`src/rtl/bsg_fsb_hop_out_arb.sv`:
```
// Outbound arbiter for one FSB ring hop: round-robin between pass-through and local
// traffic, with packet locking and credit-based downstream flow control.
module bsg_fsb_hop_out_arb #(
   parameter int width_p   = 16,
   parameter int credits_p = 4
) (
   input  logic               clk_i,
   input  logic               reset_n_i,
   input  logic [width_p-1:0] up_data_i,
   input  logic               up_v_i,
   input  logic               up_last_i,
   output logic               up_ready_o,
   input  logic [width_p-1:0] loc_data_i,
   input  logic               loc_v_i,
   input  logic               loc_last_i,
   output logic               loc_ready_o,
   output logic [width_p-1:0] data_o,
   output logic               v_o,
   input  logic               credit_i,
   output logic [3:0]         credits_o,
   output logic               overflow_o
);

   localparam logic [3:0] credits_full = 4'(credits_p);

   typedef enum logic [1:0] {
      IDLE  = 2'd0,
      LOCK0 = 2'd1,
      LOCK1 = 2'd2
   } state_e;

   state_e             state_reg, state_next;
   logic               rr_reg, rr_next;
   logic [3:0]         credits_reg, credits_next;
   logic               overflow_reg, overflow_next;
   logic [width_p-1:0] data_reg;
   logic               v_reg;

   logic               grant_up, grant_loc, have_credit;
   logic               xfer_up, xfer_loc, xfer, xfer_last;
   logic [width_p-1:0] xfer_data;

   // State register plus the downstream output stage and credit bookkeeping
   always_ff @(posedge clk_i or negedge reset_n_i) begin
      if (!reset_n_i) begin
         state_reg    <= IDLE;
         rr_reg       <= 1'b0;
         credits_reg  <= credits_full;
         overflow_reg <= 1'b0;
         data_reg     <= '0;
         v_reg        <= 1'b0;
      end else begin
         state_reg    <= state_next;
         rr_reg       <= rr_next;
         credits_reg  <= credits_next;
         overflow_reg <= overflow_next;
         v_reg        <= xfer;
         if (xfer)
            data_reg <= xfer_data;
      end
   end

   // Next-state logic
   always_comb begin
      state_next = state_reg;
      case (state_reg)
         IDLE:    if (xfer && !xfer_last) state_next = xfer_loc ? LOCK1 : LOCK0;
         LOCK0:   if (xfer_up && up_last_i) state_next = IDLE;
         LOCK1:   if (xfer_loc && loc_last_i) state_next = IDLE;
         default: state_next = IDLE;
      endcase
   end

   // Output logic: grants follow the lock; contention in IDLE resolved by rr pointer
   always_comb begin
      grant_up  = 1'b0;
      grant_loc = 1'b0;
      case (state_reg)
         IDLE: begin
            if (up_v_i && loc_v_i) begin
               grant_up  = ~rr_reg;
               grant_loc = rr_reg;
            end else begin
               grant_up  = up_v_i;
               grant_loc = loc_v_i;
            end
         end
         LOCK0:   grant_up  = 1'b1;
         LOCK1:   grant_loc = 1'b1;
         default: ;
      endcase
   end

   assign have_credit = (credits_reg != 4'd0);
   assign up_ready_o  = grant_up & have_credit;
   assign loc_ready_o = grant_loc & have_credit;
   assign xfer_up     = up_v_i & up_ready_o;
   assign xfer_loc    = loc_v_i & loc_ready_o;
   assign xfer        = xfer_up | xfer_loc;
   assign xfer_data   = xfer_loc ? loc_data_i : up_data_i;
   assign xfer_last   = xfer_loc ? loc_last_i : up_last_i;

   // End of packet hands priority to the channel that did not just send
   always_comb begin
      rr_next = rr_reg;
      if (xfer && xfer_last)
         rr_next = xfer_loc ? 1'b0 : 1'b1;
   end

   always_comb begin
      credits_next  = credits_reg;
      overflow_next = overflow_reg;
      if (xfer && !credit_i) begin
         credits_next = credits_reg - 4'd1;
      end else if (!xfer && credit_i) begin
         if (credits_reg == credits_full)
            overflow_next = 1'b1;
         else
            credits_next = credits_reg + 4'd1;
      end
   end

   assign data_o     = data_reg;
   assign v_o        = v_reg;
   assign credits_o  = credits_reg;
   assign overflow_o = overflow_reg;

endmodule

```
`config.mk`:
```
export PLATFORM = sky130hd
export DESIGN_NAME = bsg_fsb_hop_out_arb
export DESIGN_NICKNAME = d
export VERILOG_FILES = /design/src/rtl/bsg_fsb_hop_out_arb.sv
export SDC_FILE = /design/constraint.sdc
export NUM_CORES = 1
export LEC_CHECK = 0
export ABC_CLOCK_PERIOD_IN_PS = 3250
export BUFFER_PORTS_ARGS = -buffer_cell sky130_fd_sc_hd__buf_4
export CAP_MARGIN = 20
export CORE_MARGIN = 2
export CORE_UTILIZATION = 45
export DETAILED_ROUTE_END_ITERATION = 10
export PLACE_DENSITY = 0.83
export SLEW_MARGIN = 20
export SYNTH_ARGS = -nofsm -noshare
export SYNTH_HDL_FRONTEND = slang
export SYNTH_SLANG_ARGS = --single-unit
```
`constraint.sdc`:
```
create_clock -name clk_i -period 3.25 [get_ports clk_i]
set_clock_uncertainty 0.2 [all_clocks]
set_input_delay 0.1625 -clock clk_i [delete_from_list [all_inputs] [get_ports clk_i]]
set_output_delay 0.1625 -clock clk_i [all_outputs]
set_load 0.05 [all_outputs]
```
Word-level counts from Yosys, hierarchy flattened

Cells that the tools add are included.

Bits of input ports: 39
Output and inout port bits: 24
Register bits: 25
Logic and storage cells: 53

Mux-type cells: 15
Add/sub/neg operators: 2
Bitwise operators: 7
Equal/unequal tests: 7
Reductions and logical operators: 16

Operator list:

| kind                                                                  | count |
|---|---|
| 16-bit two-way mux                                                    | 1 |
| 4-bit two-way mux                                                     | 3 |
| 2-bit two-way mux                                                     | 4 |
| 2-bit != test, second input constant                                  | 4 |
| 1-bit logical AND                                                     | 7 |
| 2-bit case mux with 3 select lines                                    | 1 |
| 3-bit AND reduction                                                   | 2 |
| 4-bit by 1-bit adder with 4-bit output, second input constant         | 1 |
| 1-bit AND                                                             | 4 |
| 4-bit by 3-bit equality test with 1-bit output, second input constant | 1 |
| 1-bit two-way mux                                                     | 4 |
| 1-bit case mux with 2 select lines                                    | 2 |
| 4-bit nonzero test                                                    | 1 |
| 4-bit by 1-bit subtractor with 4-bit output, second input constant    | 1 |
| 1-bit zero test                                                       | 3 |
| 2-bit by 1-bit equality test with 1-bit output, second input constant | 1 |
| 2-bit equality test, second input constant                            | 1 |
| 2-bit zero test                                                       | 1 |
| 1-bit inverter                                                        | 2 |
| 2-bit AND reduction                                                   | 1 |
| 2-bit nonzero test                                                    | 1 |
| 1-bit bitwise OR                                                      | 1 |

Longest topological paths before layout

Gate-level depths: netlist of the first run.

Depth in word-level cells: 10
Gate-level depth with buffers: 10
Depth with buffers taken out: 8

Worst setup path before layout of the first run

Ideal clock, no wire load.

Path type: reg-to-reg
From: register credits_reg[1] (netlist: credits_o[1])
To: register credits_reg[3] (netlist: credits_o[3])
Slack: 0.405 ns
Stages on the path, launching flop included: 10
Period minus slack after synthesis: 2.845 ns
Buffers on the path: 1
Library setup time: 0.134 ns
Data required time: 2.916 ns
Data arrival time: 2.512 ns
Cell sequence: dfrtp_1 nor4_2 a21oi_2 buf_2 ha_1 ha_1 a21oi_1 a21oi_1 a31oi_1 o211ai_1

Word-level cells in the longest chain between the ends: 8
Elaborated cells between the ends (all ways): 18
Those cells by class: add/sub: 2; eq/ne: 2; mux: 3; bitwise: 5; reduce/logical: 6

RTL lines:

| item                                 | RTL line | source |
|---|---|---|
| from (decl)                          | 34       | `logic [3:0] credits_reg, credits_next;` |
| from (signal assigned)               | 48       | `credits_reg <= credits_full;` |
| from (signal assigned)               | 55       | `credits_reg <= credits_next;` |
| 4-bit nonzero test *                 | 94       | `assign have_credit = (credits_reg != 4'd0);` |
| 1-bit AND, on equally long branches  | 95, 96   |  |
| 1-bit AND, on equally long branches  | 97, 98   |  |
| 1-bit bitwise OR *                   | 99       | `assign xfer = xfer_up \| xfer_loc;` |
| via xfer                             | 40       | `logic xfer_up, xfer_loc, xfer, xfer_last;` |
| 1-bit zero test                      | 115      | `end else if (!xfer && credit_i) begin` |
| 1-bit logical AND                    | 115      |  |
| 2-bit nonzero test (no source line)  | -        |  |
| 2-bit AND reduction (no source line) | -        |  |

The timed path passes the listed nets; every way through them passes the cells marked *. The select of a mux whose other input is x is not followed.
A chain may end at the register's enable or synchronous reset.

Worst setup path in the final report of the first run

From: register credits_reg[1] (netlist: credits_o[1])
To: register credits_reg[3] (netlist: credits_o[3])

Word-level cells in the longest chain between the ends: 8
Elaborated cells between the ends (all ways): 18
Those cells by class: add/sub: 2; eq/ne: 2; mux: 3; bitwise: 5; reduce/logical: 6

RTL lines:

| item                                 | RTL line |
|---|---|
| 4-bit nonzero test                   | 94 |
| 1-bit AND, on equally long branches  | 95, 96 |
| 1-bit AND, on equally long branches  | 97, 98 |
| 1-bit bitwise OR                     | 99 |
| 1-bit zero test                      | 115 |
| 1-bit logical AND                    | 115 |
| 2-bit nonzero test (no source line)  | - |
| 2-bit AND reduction (no source line) | - |

Several ways; a longest one is shown, not always the timed one. The select of a mux whose other input is x is not followed.

==> reports/qor.csv, run 1 <==
metric,value,unit
status,"finished, violations left",
violations,DRC,
ir_drop,658,uV
fin_tns_setup,0,ns
endpoint_kind,flip-flop,
initial_core_util,48.2,%
slew_headroom,60.4,%
rsz0062_at_grt,false,
dp_hpwl,2580,um
port_buffers,62,
clock_latency,0.32,ns
drt-total-wl,4320,um
largest_reg_flops,16,
r2r_slack,0.57,ns
cpMaxStageDelayCell,nor4_2,
cp_top_family,compound AO/OA/AOI/OAI gates,
ys_top_cells_by_area,"dfrtp_1, nand2_1, a31oi_1",
antenna_cells,0,
die_y,58.8,um
wl_per_cell,15.5,um
antenna_found_initial,0,
p_per_area,1100,nW/um2
period_share,82.4,%
cts_tree,built,
internal_power,0.00117,W
synthToLayoutAreaGrowth,63.6,%
multiInputGateArea,643,um2
drive_gt1_share,30.6,%
h-tree-depth,1,
critPathLaunchType,flip-flop,
endpoint,credits_o[3],
syn_nets,195,
num_rows,19,
syn_area,1350,um2
drtAntennaViolNets,0,
regArea,627,um2
worstReg2RegEnd,credits_o[3],
hold_viol,0,
routabilityCongestion,0.959,
p_sw,0.00127,W
viasPerCell,5.49,
synth_top_area_share,44.4,%
grt_pass1_wl,7370,um
r2r_start,credits_o[1],
crit_path_max_incr_delay,0.52,ns
hold_class,in -> reg,
fp.dieArea,3460,um2
clockRootBuffer,clkbuf_4,
grt_max_degree,36,
max_freq,0.373,GHz
post-route-min-period,2.68,ns
nFillCells,176,
cts.sinks,25,
drt_pass1_iterations,7,
netlist_instances,151,
synth_warnings,0,
cp.required,3.25,ns
p_clk_share,5.8,%
cp_cell_sequence,nor4_2 -> a21oi_2 -> ha_1 -> ha_1 -> a21oi_1 -> a21oi_1 -> a31oi_1 -> o211ai_1,
synth_seq_cells,25,
p_leak,1.04,nW
fp.coreArea,2810,um2
swShare,52.1,%
setup_violations,0,
combPwrFrac,68.3,%
power_frac_seq,25.9,%
cp.depth,8,
fin_nets,293,
path_buf_inv,0,
grt_pass1_vias,1574,
path_max_fanout,6,
clk_pin_slew_worst_paths,0.14,ns
cp-startpoint,credits_o[1],
slew_violations,0,
vias,1533,
synth_top_area_cell,dfrtp_1,
synth_cell_types,33,
worstPathArrival,2.68,ns
drc,1,
report.power.total,0.00244,W
cts_buffer_depth,2,
drt-initial-drc-count,81,
post_cts_buffers,0,
drv_cap,0,
io_pins,63,
syn_avg_cell_area,8.96,um2
rr_worst_depth,8,
die_w,58.8,um
critPathKind,reg -> reg,
numCtsBuffers,3,
ys_seq_area_share,46.3,%
grt_use_total,28.4,%
overflow,0,
tightest_slew,0.594,ns
[power by group through the flow]
stage	clock network [W]	logic [W]	registers [W]
final	0.000142	0.00167	0.000632
after global routing	0.000157	0.00178	0.000655
after global placement	0	0.00140	0.000613
after detailed placement	0	0.00144	0.000630
after CTS	0.000145	0.00164	0.000625
after floorplan	0	0.000585	0.00108
[routing by layer]
metal / part of all wire, % / track usage [%] / up-vias
met5: 0 / 0 / -
met4: 2.8 / 11.7 / 0
met3: 4.9 / 5.05 / 14
met2: 56 / 52.1 / 68
met1: 37 / 32.1 / 742
li1: - / - / 709
[tightest hold or removal path, stage by stage]
cell and delay, ns:
buf_4 0.11, nor2b_1 0.17, a211oi_1 0.10
[cell usage in the layout, fill, tap and decap left out]
cell | netlist | layout
buf_4 | 2 | 64
xnor2_1 | 2 | 2
nor3_2 | 1 | 1
or4b_4 | 1 | 1
nor2_1 | 17 | 17
dfstp_2 | 1 | 1
o41ai_2 | 1 | 1
fa_1 | 1 | 1
a211oi_1 | 1 | 1
or3_1 | 1 | 1
dfrtp_1 | 24 | 24
a31oi_1 | 18 | 18
nor2_2 | 2 | 2
nand3_1 | 2 | 2
o211ai_1 | 1 | 1
mux2i_1 | 2 | 2
nand2_1 | 37 | 37
ha_1 | 4 | 4
nor2b_1 | 1 | 1
nor4_2 | 1 | 1
nand2b_1 | 3 | 3
clkbuf_4 | 0 | 3
clkbuf_1 | 1 | 1
nor3b_1 | 1 | 1
mux2_2 | 1 | 1
a311oi_1 | 1 | 1
a32o_1 | 1 | 1
o21bai_1 | 1 | 1
a21oi_2 | 1 | 1
dlygate4sd3_1 | 0 | 37
a21oi_1 | 5 | 5
inv_1 | 7 | 7
nor3_1 | 4 | 4
[per-stage QoR]
stage	worst slack [ns]	std cells	utilization, %	area (um2)	hold WS [ns]
2_1_floorplan	0.405	151	-	1350	-0.333
3_3_place_gp	0.791	238	64.7	1820	-0.118
3_5_place_dp	0.601	238	64.7	1820	-0.116
4_1_cts	0.577	279	78.9	2210	0.0437
5_1_grt	0.318	279	78.9	2210	0.0732
6_report	0.571	279	78.9	2210	0.0420
[what timing repair did]
action                                  in CTS  in global routing
hold buffers                                37                  0
endpoints found under the hold margin       44                  0
resized for setup                            0                  0
endpoints found under the setup margin       0                  0
[cells in the mapped netlist (all sizes together)]
cell type and number:
a311oi 1, nand2b 3, clkbuf 1, buf 7, a211oi 1, mux2i 2
mux2 1, or4b 1, nor4 1, o21bai 1, nand2 37, dfstp 1
nor3b 1, inv 7, or3 1, o211ai 1, nor2 19, nand3 2
a32o 1, dfrtp 24, ha 4, nor3 5, xnor2 2, a31oi 18
fa 1, a21oi 6, nor2b 1, o41ai 1
[cells by family after synthesis]
logic type,after synthesis,synth area share (%)
simple gates,71,23.7
buf+inv,15,6.10
xor+xnor,2,1.30
flops,25,46.3
fa+ha+maj,5,5.18
compound gates,30,15.1
mux,3,2.31
[worst min path at each step]
| stage | from | end | depth (start not counted) |
|---|---|---|---|
| floorplan | reset_n_i | credits_o[0] | 0 |
| global placement | reset_n_i | state_reg[1] | 1 |
| detailed placement | reset_n_i | state_reg[1] | 1 |
| CTS | loc_v_i | state_reg[1] | 3 |
| global route | reset_n_i | state_reg[1] | 2 |
| finish | loc_v_i | state_reg[1] | 3 |
[layout make-up]
type / count / share of cell area (%)
clock buffers: 4 / 1.19
inverters: 7 / 1.19
multi-input cells: 111 / 29.1
flip-flops and latches: 25 / 28.3
well taps: 31 / 1.75
repair buffers: 101 / 38.5
Power figures use the tool's default switching activity.
==> run 2, diff against run 1 <==
--- a/config.mk
+++ b/config.mk
@@ -5,13 +5,14 @@
 export SDC_FILE = /design/constraint.sdc
 export NUM_CORES = 1
 export LEC_CHECK = 0
-export ABC_CLOCK_PERIOD_IN_PS = 3250
+export ABC_AREA = 1
+export ABC_CLOCK_PERIOD_IN_PS = 2200
 export BUFFER_PORTS_ARGS = -buffer_cell sky130_fd_sc_hd__buf_4
 export CAP_MARGIN = 20
 export CORE_MARGIN = 2
-export CORE_UTILIZATION = 45
+export CORE_UTILIZATION = 43
 export DETAILED_ROUTE_END_ITERATION = 10
-export PLACE_DENSITY = 0.83
+export PLACE_DENSITY = 0.81
 export SLEW_MARGIN = 20
 export SYNTH_ARGS = -nofsm -noshare
 export SYNTH_HDL_FRONTEND = slang
==> constraint.sdc (replaced) <==
create_clock -name clk_i -period 2.2 [get_ports clk_i]
set_clock_uncertainty 0.2 [all_clocks]
set_input_delay 0.11 -clock clk_i [delete_from_list [all_inputs] [get_ports clk_i]]
set_output_delay 0.11 -clock clk_i [all_outputs]
set_load 0.05 [all_outputs]
==> reports/qor.csv, run 2 <==
metric,value,unit,change
grt_use_total,21.4,%,-7.0 points
synth_top_area_cell,dfrtp_1,,
synth_compound_area_share,11.3,%,-3.8 points
synth_mux_area_share,0,%,-2.3 points
synthAdderAreaFrac,4.68,%,-0.50 points
hold_class,in -> async,,
drc,0,,-1
wl_per_cell,13.0,um,-16%
dp_hpwl,2440,um,-5.3%
synth_xor_area_share,1.75,%,+0.46 points
clk_pin_slew_worst_paths,0.14,ns,about the same
period_share,103,%,+20 points
ir_drop,1000,uV,+53%
h-tree-depth,1,,unchanged
grt_pass1_vias,1440,,-8.5%
worstPathArrival,2.31,ns,-0.37 ns
port_buffers,62,,unchanged
post-route-min-period,2.26,ns,-0.415 ns
final_common_cell,buf_4,,
synth_edf_count,0,,unchanged
cts_buffer_depth,2,,unchanged
p_per_area,1350,nW/um2,+22%
synth_top_area_share,40.1,%,-4.3 points
fin_tns_setup,-0.0636,ns,-0.0636 ns
initial_core_util,44.9,%,-3.3 points
numCtsBuffers,3,,unchanged
async_flop_share,100,%,unchanged
yosysMostFrequentCell,nand2_1,,
antenna_found_initial,0,,unchanged
ys_seq_area_share,41.9,%,-4.5 points
num_rows,21,,+2
dp_slack,-0.0957,ns,-0.697 ns
die_y,63.0,um,+7.1%
final_cell_mix,"buf_4, dlygate4sd3_1, nand2_1, dfrtp_1, nor2_1",,
syn_area,1500,um2,+11%
synth_top_family_by_area,simple AND/OR/NAND/NOR gates,,
syn_nets,214,,+9.7%
drtAntennaViolNets,0,,unchanged
cp.required,2.25,ns,-1.00 ns
cp_cell_sequence,nor2_4 -> a21oi_4 -> nand3_2 -> nand2_4 -> ha_4 -> ha_4 -> nand2_2 -> nand2_2 -> a21oi_2 -> a21oi_1 -> o21ai_1 -> xor2_1,,
max_freq,0.442,GHz,+18%
largest_reg_flops,16,,unchanged
fp.coreArea,3340,um2,+19%
slew_violations,0,,unchanged
slew_headroom,76.1,%,+16 points
cts_tree,built,,
status,"finished, violations left",,
violations,setup timing,,
grt_pass1_wl,6730,um,-8.6%
p_leak,1.17,nW,+12%
crit_path_max_incr_delay,0.65,ns,+0.13 ns
overflow,0,,unchanged
clock_latency,0.31,ns,about the same
synth_common_cells,"nand2_1, dfrtp_1, nor2_1",,
finalWorstSetupSlack,-0.0636,ns,-0.635 ns
yosys.area_share.simple,28.7,%,+5.1 points
path_max_fanout,4,,-2
vias,1525,,-0.52%
cpMaxStageDelayCell,dfstp_4,,
synth_seq_cells,25,,unchanged
io_pins,63,,unchanged
hold_viol,0,,unchanged
netlist_instances,170,,+13%
drt-initial-drc-count,102,,+26%
setup_violations,1,,+1
drive_gt1_share,38.4,%,+7.8 points
dpl_cell_area,2000,um2,+10%
synth_flop_cell,dfrtp_1,,
finalInstanceArea,2470,um2,+12%
syn_avg_cell_area,8.81,um2,-1.6%
synth_cell_types,29,,-12%
critPathKind,reg -> reg,,
cp_top_family,flip-flops,,
endpoint_kind,flip-flop,,
die_w,63.0,um,+7.1%
viasPerCell,4.74,,-14%
ys_top_cells_by_area,"dfrtp_1, nand3_2, nand2_1",,
fin_nets,321,,+9.6%
rsz0062_at_grt,true,,
routabilityCongestion,0.842,,-12%
drt-total-wl,4180,um,-3.1%
synthToLayoutAreaGrowth,64.8,%,
tightest_slew,0.359,ns,-0.235 ns
fp.dieArea,3970,um2,+15%
cts.sinks,25,,unchanged
clockRootBuffer,clkbuf_4,,
antenna_cells,0,,unchanged
drv_cap,0,,unchanged
grt_max_degree,37,,+2.8%
synth_warnings,0,,unchanged
critPathLaunchType,flip-flop,,
drt_pass1_iterations,4,,-3
path_buf_inv,0,,unchanged
run 2: routing by layer:
| layer | vias to the layer above | share of wire, % | GRT usage, % |
|---|---|---|---|
| met5 | - | 0 | 0 |
| met4 | 0 | 1.5 | 6.11 |
| met3 | 8 | 5.5 | 3.78 |
| met2 | 47 | 53 | 39.0 |
| met1 | 699 | 40 | 25.6 |
| li1 | 771 | - | - |
run 2: cell type report:
class | instances | area, um2
repair buffers | 111 | 936
fillers | 251 | 868
multi-input cells | 120 | 754
flip-flops and latches | 25 | 633
inverters | 16 | 60.1
well taps | 46 | 57.6
clock buffers | 3 | 22.5
clock inverters | 1 | 5.00
run 2: repair_timing:
item | CTS | global route
gates resized for setup | 0 | 9
hold buffers | 38 | 0
buffers inserted | 2 | 3
hold endpoints to repair | 45 | 0
endpoints found under the setup margin | 3 | 7
cloned | 0 | 0
pin swaps | 8 | 8
run 2: stage by stage:
stage	power, W	cells	util (%)	hold slack, ns
after floorplan	0.00245	170	-	-0.386
after global placement	0.00294	276	60.0	-0.171
after detailed placement	0.00299	276	60.0	-0.168
after CTS	0.00325	320	72.6	0.0221
after global routing	0.00354	322	74.0	0.0345
final	0.00333	322	74.0	0.0240
run 2: path summary, 6_finish.rpt:
kind / startpoint / endpoint / slack, ns / cells after the start
worst min-delay path: reset_n_i / state_reg[0] / 0.02 / 2
max in group asynchronous: reset_n_i / credits_o[2] / 1.49 / 2
worst min register to register: overflow_o / overflow_o / 0.31 / 1
min in group clk_i: loc_v_i / rr_reg / 0.10 / 6
worst max-delay path: credits_o[2] / credits_o[3] / -0.06 / 12
worst max register to register: credits_o[2] / credits_o[3] / -0.06 / 12
run 2: where the power goes:
| group | internal, W | total [W] | leakage [nW] | switching (W) |
|---|---|---|---|---|
| Sequential | 0.000702 | 0.000848 | 0.282 | 0.000147 |
| Clock | 0.0000679 | 0.000206 | 0.0177 | 0.000138 |
| Combinational | 0.000788 | 0.00228 | 0.870 | 0.00149 |
| Total | 0.00156 | 0.00333 | 1.17 | 0.00177 |
run 2: kinds of logic after synthesis:
group	Yosys count
and+or+nand+nor	85
buffers and inverters	25
xor gates and xnor gates	3
adders and majority gates	5
DFF	25
AOI/OAI and AO/OA	27
==> run 3, diff against run 2 <==
--- a/config.mk
+++ b/config.mk
@@ -5,14 +5,13 @@
 export SDC_FILE = /design/constraint.sdc
 export NUM_CORES = 1
 export LEC_CHECK = 0
-export ABC_AREA = 1
 export ABC_CLOCK_PERIOD_IN_PS = 2200
 export BUFFER_PORTS_ARGS = -buffer_cell sky130_fd_sc_hd__buf_4
 export CAP_MARGIN = 20
 export CORE_MARGIN = 2
-export CORE_UTILIZATION = 43
+export CORE_UTILIZATION = 41
 export DETAILED_ROUTE_END_ITERATION = 10
-export PLACE_DENSITY = 0.81
+export PLACE_DENSITY = 0.8
 export SLEW_MARGIN = 20
 export SYNTH_ARGS = -nofsm -noshare
 export SYNTH_HDL_FRONTEND = slang
==> reports/qor.csv, run 3 (synthesis gave the netlist of run 1 again) <==
metric,value,unit,change
whs_path_depth,6,,
r2r_start,credits_o[2],,
cts.sinks,25,,unchanged
path_buf_inv,1,,+1
fp.dieArea,3770,um2,-5.0%
hold_viol,0,,unchanged
h-tree-depth,1,,unchanged
path_max_fanout,5,,+1
p_leak,1.11,nW,-5.1%
cp.required,2.28,ns,+0.03 ns
drv_cap,0,,unchanged
fp.coreArea,3100,um2,-7.0%
p_per_area,1490,nW/um2,+11%
slew_violations,0,,unchanged
numCtsBuffers,3,,unchanged
initial_core_util,43.6,%,-1.3 points
wl_per_cell,14.7,um,+13%
finalNonFillerCells,305,,-5.3%
rr_worst_depth,7,,-5
routabilityCongestion,0.795,,-5.6%
antenna_cells,0,,unchanged
ir_drop,940,uV,-6.5%
grt_pass1_wl,6990,um,+3.8%
vias,1517,,-0.52%
drive_gt1_share,36.4,%,-2.0 points
fin_tns_setup,0,ns,+0.0636 ns
dp_slack,0.0619,ns,+0.158 ns
final_cell_mix,"buf_4, dlygate4sd3_1, nand2_1, dfrtp_1, a31oi_1",,
drt-initial-drc-count,60,,-41%
r2r_slack,0.05,ns,+0.11 ns
die_w,61.4,um,-2.5%
clk_pin_slew_worst_paths,0.15,ns,about the same
grt_pass1_vias,1503,,+4.4%
hp-start,loc_v_i,,
io_pins,63,,unchanged
tightest_slew,0.376,ns,+0.0179 ns
rsz0062_at_grt,true,,
clock_latency,0.33,ns,+0.02 ns
cts_buffer_depth,2,,unchanged
hold_ws,0.136,ns,+0.112 ns
cp_top_family,flip-flops,,
period_share,97.7,%,-5.2 points
worstReg2RegEnd,credits_o[2],,
dp_hpwl,2380,um,-2.4%
cpMaxStageDelayCell,dfstp_4,,
antenna_found_initial,0,,unchanged
fin_nets,306,,-4.7%
synthToLayoutAreaGrowth,77.2,%,
die_y,61.4,um,-2.5%
crit_path_max_incr_delay,0.66,ns,about the same
grt_use_total,26.2,%,+4.8 points
slew_headroom,74.8,%,-1.3 points
final_common_cell,buf_4,,
grt_max_degree,36,,-2.7%
port_buffers,62,,unchanged
finalWorstSetupSlack,0.0498,ns,+0.113 ns
status,"finished, final reports clean",,
drtAntennaViolNets,0,,unchanged
cp_cell_sequence,nor4_4 -> a21oi_2 -> ha_4 -> inv_1 -> fa_2 -> xnor2_1 -> mux2_2,,
drt_pass1_iterations,4,,unchanged
hold_class,in -> reg,,
overflow,0,,unchanged
largest_reg_flops,16,,unchanged
numPlacedInstances,259,,-6.2%
min_to,data_o[1],,
cts_tree,built,,
critPathKind,reg -> reg,,
worstPathArrival,2.23,ns,-0.08 ns
post-route-min-period,2.15,ns,-0.113 ns
num_rows,20,,-4.8%
setup_violations,0,,-1
fin_util,77.3,%,+3.3 points
critPathLaunchType,flip-flop,,
viasPerCell,4.97,,+5.0%
drt-total-wl,4490,um,+7.4%
drc,0,,unchanged
max_freq,0.465,GHz,+5.3%
clockRootBuffer,clkbuf_4,,
endpoint_kind,flip-flop,,
## run 3: changes by cell type in the layout (fill, tap and decap cells not counted), sizes merged, moves of 3 or more
cell | previous run | this run
nor3 | 0 | 5
a21oi | 3 | 6
inv | 16 | 7
nand3 | 25 | 2
o21ai | 5 | 0
nor2 | 23 | 19
xor2 | 3 | 0
nand2b | 0 | 3
nand2 | 34 | 37
## run 3: worst register-to-register path, stage by stage (launching register included)
cell	delay, ns
dfstp_4	0.66
nor4_4	0.05
a21oi_2	0.18
ha_4	0.20
inv_1	0.07
fa_2	0.34
xnor2_1	0.13
mux2_2	0.26
## run 3: where the power goes
group	switching [W]	internal, W	leakage (nW)
logic	0.00158	0.000892	0.812
clock network	0.000156	0.0000696	0.0139
registers	0.000164	0.000716	0.284
## run 3: final cells by class
cell class | count | area (um2)
clock buffer | 3 | 22.5
clock inverter | 1 | 7.51
fill | 215 | 706
inverter | 7 | 26.3
multi-input combinational | 111 | 696
sequential | 25 | 634
tap | 44 | 55.1
timing repair buffer | 114 | 956
## run 3: worst max path at each step
stage | start | end | slack [ns] | depth (start not counted)
after floorplan | credits_o[3] | credits_o[3] | -0.33 | 10
after global placement | credits_o[2] | credits_o[2] | 0.12 | 7
after detailed placement | credits_o[2] | credits_o[3] | 0.06 | 8
after CTS | credits_o[2] | credits_o[3] | 0.03 | 8
after global routing | credits_o[3] | credits_o[3] | -0.07 | 8
final | credits_o[2] | credits_o[2] | 0.05 | 7
## run 3: per-stage QoR
step | cell area [um2] | power, W
after CTS | 2370 | 0.00350
after detailed placement | 1940 | 0.00322
after floorplan | 1410 | 0.00256
final | 2400 | 0.00358
after global routing | 2400 | 0.00379
after global placement | 1940 | 0.00319
## run 3: layer usage
| layer | up-vias | GRT usage [%] | part of all wire (%) |
|---|---|---|---|
| li1 | 743 | - | - |
| met1 | 707 | 28.6 | 38 |
| met2 | 53 | 48.5 | 55 |
| met3 | 14 | 4.83 | 4.1 |
| met4 | 0 | 12.8 | 2.9 |
| met5 | - | 0 | 0 |
## run 3: what timing repair did
| item | CTS | global route |
|---|---|---|
| hold buffers | 40 | 0 |
| endpoints found under the hold margin | 45 | 0 |
| endpoints found under the setup margin | 0 | 2 |
| setup buffers | 0 | 2 |
| resized for setup | 0 | 1 |
